[config.mk]
export PLATFORM = sky130hd
export DESIGN_NAME = mem_cmd_bridge
export DESIGN_NICKNAME = d
export VERILOG_FILES = /design/src/rtl/mem_cmd_bridge.sv
export SDC_FILE = /design/constraint.sdc
export NUM_CORES = 1
export LEC_CHECK = 0
export CAP_MARGIN = 30
export CORE_AREA = 2 2 177 179
export CTS_BUF_LIST = sky130_fd_sc_hd__clkbuf_8
export DETAILED_ROUTE_END_ITERATION = 16
export DIE_AREA = 0 0 179 181
export GPL_TIMING_DRIVEN = 1
export PLACE_DENSITY = 0.71
export SYNTH_ARGS = -nofsm -noshare
export SYNTH_HDL_FRONTEND = slang
export SYNTH_SLANG_ARGS = --single-unit
[constraint.sdc]
create_clock -name clk -period 11.15 [get_ports clk]
set_input_delay 2.23 -clock clk [delete_from_list [all_inputs] [get_ports clk]]
set_output_delay 2.23 -clock clk [all_outputs]
set_load 0.01 [all_outputs]
[src/rtl/mem_cmd_bridge.sv]
// Responder bridge from the memory-test command handshake onto a single-beat Avalon-MM master.
// Tracks completed transactions and sticky error conditions for the register block.
module mem_cmd_bridge #(
    parameter int          ADDR_WIDTH = 64,
    parameter int          WORD_WIDTH = 64,
    parameter int          TIMEOUT    = 1024,
    // Reset value of both transaction counters; nonzero only to exercise saturation.
    parameter logic [31:0] CNT_INIT   = 32'd0
) (
    input  logic                  clk,
    input  logic                  reset,
    input  logic                  req_valid,
    input  logic [ADDR_WIDTH-1:0] gen_address,
    input  logic [WORD_WIDTH-1:0] gen_word,
    input  logic                  write,
    output logic                  confirm,
    output logic [WORD_WIDTH-1:0] pattern_rb,
    output logic [ADDR_WIDTH-1:0] avl_addr,
    output logic [WORD_WIDTH-1:0] avl_wdata,
    output logic                  avl_write_req,
    output logic                  avl_read_req,
    output logic                  avl_burstbegin,
    input  logic                  avl_ready,
    input  logic                  avl_rdata_valid,
    input  logic [WORD_WIDTH-1:0] avl_rdata,
    output logic                  busy,
    output logic                  timeout_err,
    output logic                  spurious_err,
    output logic [31:0]           wr_count,
    output logic [31:0]           rd_count,
    output logic [1:0]            bridge_state
);

    typedef enum logic [1:0] {
        ST_IDLE    = 2'd0,
        ST_ISSUE   = 2'd1,
        ST_WAIT_RD = 2'd2,
        ST_DONE    = 2'd3
    } state_t;

    localparam logic [15:0] TO_LAST = 16'(TIMEOUT - 1);

    state_t                state_r;
    logic                  wr_flag_r;
    logic [15:0]           to_cnt_r;
    logic                  confirm_r;
    logic [WORD_WIDTH-1:0] pattern_rb_r;
    logic [ADDR_WIDTH-1:0] avl_addr_r;
    logic [WORD_WIDTH-1:0] avl_wdata_r;
    logic                  avl_write_req_r;
    logic                  avl_read_req_r;
    logic                  timeout_err_r;
    logic                  spurious_err_r;
    logic [31:0]           wr_count_r;
    logic [31:0]           rd_count_r;

    function automatic logic [31:0] sat_inc(input logic [31:0] val);
        if (val == 32'hFFFF_FFFF) begin
            return val;
        end else begin
            return val + 32'd1;
        end
    endfunction

    // Command FSM with all registered outputs, counters and sticky flags.
    always_ff @(posedge clk or posedge reset) begin
        if (reset) begin
            state_r         <= ST_IDLE;
            wr_flag_r       <= 1'b0;
            to_cnt_r        <= 16'd0;
            confirm_r       <= 1'b0;
            pattern_rb_r    <= '0;
            avl_addr_r      <= '0;
            avl_wdata_r     <= '0;
            avl_write_req_r <= 1'b0;
            avl_read_req_r  <= 1'b0;
            timeout_err_r   <= 1'b0;
            spurious_err_r  <= 1'b0;
            wr_count_r      <= CNT_INIT;
            rd_count_r      <= CNT_INIT;
        end else begin
            confirm_r <= 1'b0;
            // Read data arriving when no read is outstanding is dropped and flagged.
            if (avl_rdata_valid && (state_r != ST_WAIT_RD)) begin
                spurious_err_r <= 1'b1;
            end
            case (state_r)
                ST_IDLE: begin
                    if (req_valid) begin
                        avl_addr_r      <= gen_address;
                        avl_wdata_r     <= gen_word;
                        wr_flag_r       <= write;
                        avl_write_req_r <= write;
                        avl_read_req_r  <= ~write;
                        state_r         <= ST_ISSUE;
                    end
                end
                ST_ISSUE: begin
                    if (avl_ready) begin
                        avl_write_req_r <= 1'b0;
                        avl_read_req_r  <= 1'b0;
                        to_cnt_r        <= 16'd0;
                        if (wr_flag_r) begin
                            confirm_r  <= 1'b1;
                            wr_count_r <= sat_inc(wr_count_r);
                            state_r    <= ST_DONE;
                        end else begin
                            state_r <= ST_WAIT_RD;
                        end
                    end
                end
                ST_WAIT_RD: begin
                    to_cnt_r <= to_cnt_r + 16'd1;
                    // Valid data takes priority over a timeout landing in the same cycle.
                    if (avl_rdata_valid) begin
                        pattern_rb_r <= avl_rdata;
                        confirm_r    <= 1'b1;
                        rd_count_r   <= sat_inc(rd_count_r);
                        state_r      <= ST_DONE;
                    end else if (to_cnt_r == TO_LAST) begin
                        pattern_rb_r  <= '0;
                        timeout_err_r <= 1'b1;
                        confirm_r     <= 1'b1;
                        rd_count_r    <= sat_inc(rd_count_r);
                        state_r       <= ST_DONE;
                    end
                end
                ST_DONE: begin
                    state_r <= ST_IDLE;
                end
                default: begin
                    avl_write_req_r <= 1'b0;
                    avl_read_req_r  <= 1'b0;
                    state_r         <= ST_IDLE;
                end
            endcase
        end
    end

    assign confirm        = confirm_r;
    assign pattern_rb     = pattern_rb_r;
    assign avl_addr       = avl_addr_r;
    assign avl_wdata      = avl_wdata_r;
    assign avl_write_req  = avl_write_req_r;
    assign avl_read_req   = avl_read_req_r;
    assign avl_burstbegin = avl_write_req_r | avl_read_req_r;
    assign busy           = (state_r != ST_IDLE);
    assign timeout_err    = timeout_err_r;
    assign spurious_err   = spurious_err_r;
    assign wr_count       = wr_count_r;
    assign rd_count       = rd_count_r;
    assign bridge_state   = state_r;

endmodule

==> results by group <==
Cells and area
  – Layout Utilization: 0.574
  – FILL cells: 2510
  – P&R area growth vs syn: 52.6%
  – Final Net Count: 1526
  – Final non-filler cell total: 1748
  – Share of cells above drive strength 1: 0.171

Floorplanning
  – Core area: 30300 um2
  – Starting Density: 0.376
  – Row count: 64
  – Die Y: 181 um
  – Die width: 179 um
  – Boundary Pins: 463
  – Die Area: 32400 um2

Hold path
  – Hold path cells: 1
  – Min-Delay Path Class: reg2reg

Yosys
  – Sequential cell area fraction in the yosys report: 0.614
  – Distinct cell type count after synthesis: 56
  – Cell count after synthesis: 838
  – Primary FF master, synth: dfrtp_1
  – Asr flop ratio synth: 1.00
  – Ys Warns: 0
  – Mean Syn Cell Area: 13.6 um2
  – FF+latch count, synth: 280
  – Syn_nets: 1043
  – Syn Std Cell Area: 11400 um2
  – Post-synth EDFFs: 0

Place
  – Placed Cells: 1667
  – Detailed placement HPWL: 23.9 mm
  – Routability cong.: 0.824
  – Placement Setup Slack: 6330 ps
  – IO Port Bufs: 462

Setup path
  – Family with the most delay on the worst path: buffers and inverters
  – Crit path largest cell delay: 560 ps
  – CP Launch Type: flop
  – Worst-path cell chain: inv_1 > ha_1 > inv_1 > clkdlybuf4s50_1
  – Critical path buffers and inverters: 3
  – Reg2Reg Depth: 5
  – Setup CP Type: reg2out
  – CP Depth: 4
  – CP Max Fanout: 5
  – Crit path DAT: 2010 ps
  – Nature of the critical path endpoint: primary output
  – CP most frequent cell: inv_1
  – Worst EP required: 8920 ps
  – Slowest-stage cell, CP: clkdlybuf4s50_1

Clock tree
  – Count of hold buffers inserted by post-cts repair: 0
  – Clock Latency Late Sink: 550 ps
  – Num CTS Buffers: 47
  – Postcts setup bufs: 0
  – CTS Sinks: 280
  – Worst-path clk slew: 70 ps
  – CTS-repair resized insts: 0
  – Root buf cell: clkbuf_8
  – Longest Clk Path Bufs: 3
  – CTS tree: yes
  – H-tree depth: 2

Pwr
  – Sw Share: 0.307
  – Pwr dens: 243 nW/um2
  – Net load switching power: 1.30 mW
  – Cell internal pwr: 2.93 mW
  – Leakage Power: 7.57 nW
  – Seq pwr share: 0.383
  – Peak supply drop: 128 uV
  – Comb pwr share: 0.407
  – Clk pwr share: 0.210
  – Tot Pwr: 4.23 mW

STA
  – Final setup fails: 0
  – Final Max Tran Viols: 0
  – Fmax achieved: 0.236 GHz
  – Rel. slew slack: 0.377
  – Worst-Margin Slew: 935 ps
  – Final min period: 4240 ps
  – Final critical-path setup slack: 6910 ps
  – Worst Skew: 18.3 ps
  – Period Utilization, post-route: 0.380
  – Final hold vios: 0
  – Setup TNS: 0 ps
  – RSZ-0062 raised after global routing: false

Global route
  – Initial antenna violation count: 3
  – Vias in the first global route: 8935
  – GRT Residual Overflow: 0
  – Gr usage total: 0.196
  – First-pass GRT wire length: 49.9 mm
  – Largest net degree at the start of global routing: 82

Status
  – Status: finished, final reports clean

Drt
  – Via Count: 8611
  – Avg WL per Cell: 18.6 um
  – Drt first pass iters: 4
  – Via density per instance: 4.93
  – DRC: 0
  – Drt first-iter violations: 388
  – Routed Wire Length: 32.5 mm
  – Antenna-violating nets left: 0

Flow run
  – Max-Cap Viols: 0
-- routing by layer --
| layer | vias up | global-route usage | wire length [um] |
|---|---|---|---|
| met3 | 35 | 0.0692 | 3220 |
| met1 | 4252 | 0.233 | 12800 |
| met5 | - | 0 | 0 |
| met4 | 0 | 0.0533 | 605 |
| met2 | 349 | 0.333 | 15900 |
| li1 | 3975 | - | - |
-- sequential cells by signal (all words and copies together) (netlist names), 2 cells and up --
name	cells
avl_wdata	64
bridge_state	2
avl_addr	64
to_cnt_r	16
rd_count	32
pattern_rb	64
wr_count	32
-- worst paths after layout --
kind | start | slack [ps] | end
setup / recovery | bridge_state[0] | 6910 | busy
hold / removal | spurious_err | 460 | spurious_err
setup reg to reg | bridge_state[0] | 8380 | avl_wdata[27]
hold reg to reg | spurious_err | 460 | spurious_err
max in group asynchronous | reset | 7430 | pattern_rb[18]
min in group asynchronous | reset | 2180 | avl_addr[63]
-- power by group through the flow --
stage                     Sequential (mW)  Combinational, mW  Clock, mW
final                                1.62               1.72      0.886
after global routing                 1.67               1.84      0.964
after CTS                            1.62               1.74      0.917
after detailed placement             1.63               1.74          0
after global placement               1.62               1.71          0
after floorplan                      1.78              0.574          0
-- metrics by stage --
step | hold slack, ps | instance area [um2]
6_report | 460 | 17400
3_5_place_dp | 448 | 16500
4_1_cts | 465 | 17400
2_1_floorplan | 478 | 11400
3_3_place_gp | 442 | 16400
5_1_grt | 485 | 17400
-- synth_stat cells, types with 10 or more instances --
master | number | area [um2]
o21ai_0 | 13 | 65.1
nand2_1 | 38 | 143
nor2_1 | 37 | 139
xor2_1 | 35 | 307
clkbuf_1 | 23 | 86.3
inv_1 | 16 | 60.1
nor3_1 | 13 | 65.1
nand3_1 | 33 | 165
a22o_1 | 65 | 569
mux2_2 | 131 | 1480
and3_1 | 18 | 113
dfrtp_1 | 280 | 7010
nand4_1 | 18 | 113
xnor2_1 | 34 | 298
and4_1 | 10 | 87.6
-- placed cells by master (no fill, tap or decap), types with 3 or more instances in the layout --
cell and n:
nand2_1 37, ha_1 7, clkdlybuf4s50_1 462, inv_1 28, nor2_1 36, xor2_1 35
mux2_2 131, nand4_1 18, nand3_1 33, xnor2_1 34, clkinv_2 5, or3_1 4
and3_1 18, a21oi_1 6, dfrtp_1 280, buf_4 5, nor3_1 13, o21ai_0 13
clkbuf_8 58, and4_1 10, a22o_1 65, nor3_2 3, nor4_1 3
-- layout make-up --
class,count,area (um2),area share
flip-flops and latches,280,7010,0.402
repair buffers,469,4720,0.271
multi-input cells,507,4210,0.242
clock buffers,58,798,0.0458
well taps,396,495,0.0285
clock inverters,20,113,0.00647
inverters,16,67.6,0.00388
diodes,2,5.00,0.000287
-- kinds of logic after synthesis --
| family | synth area share |
|---|---|
| DFF | 0.614 |
| and+or+nand+nor | 0.103 |
| muxes | 0.132 |
| AOI/OAI and AO/OA | 0.0711 |
| xor gates and xnor gates | 0.0544 |
| buffers and inverters | 0.0182 |
| adders and majority gates | 0.00768 |
Power figures use the tool's default switching activity.
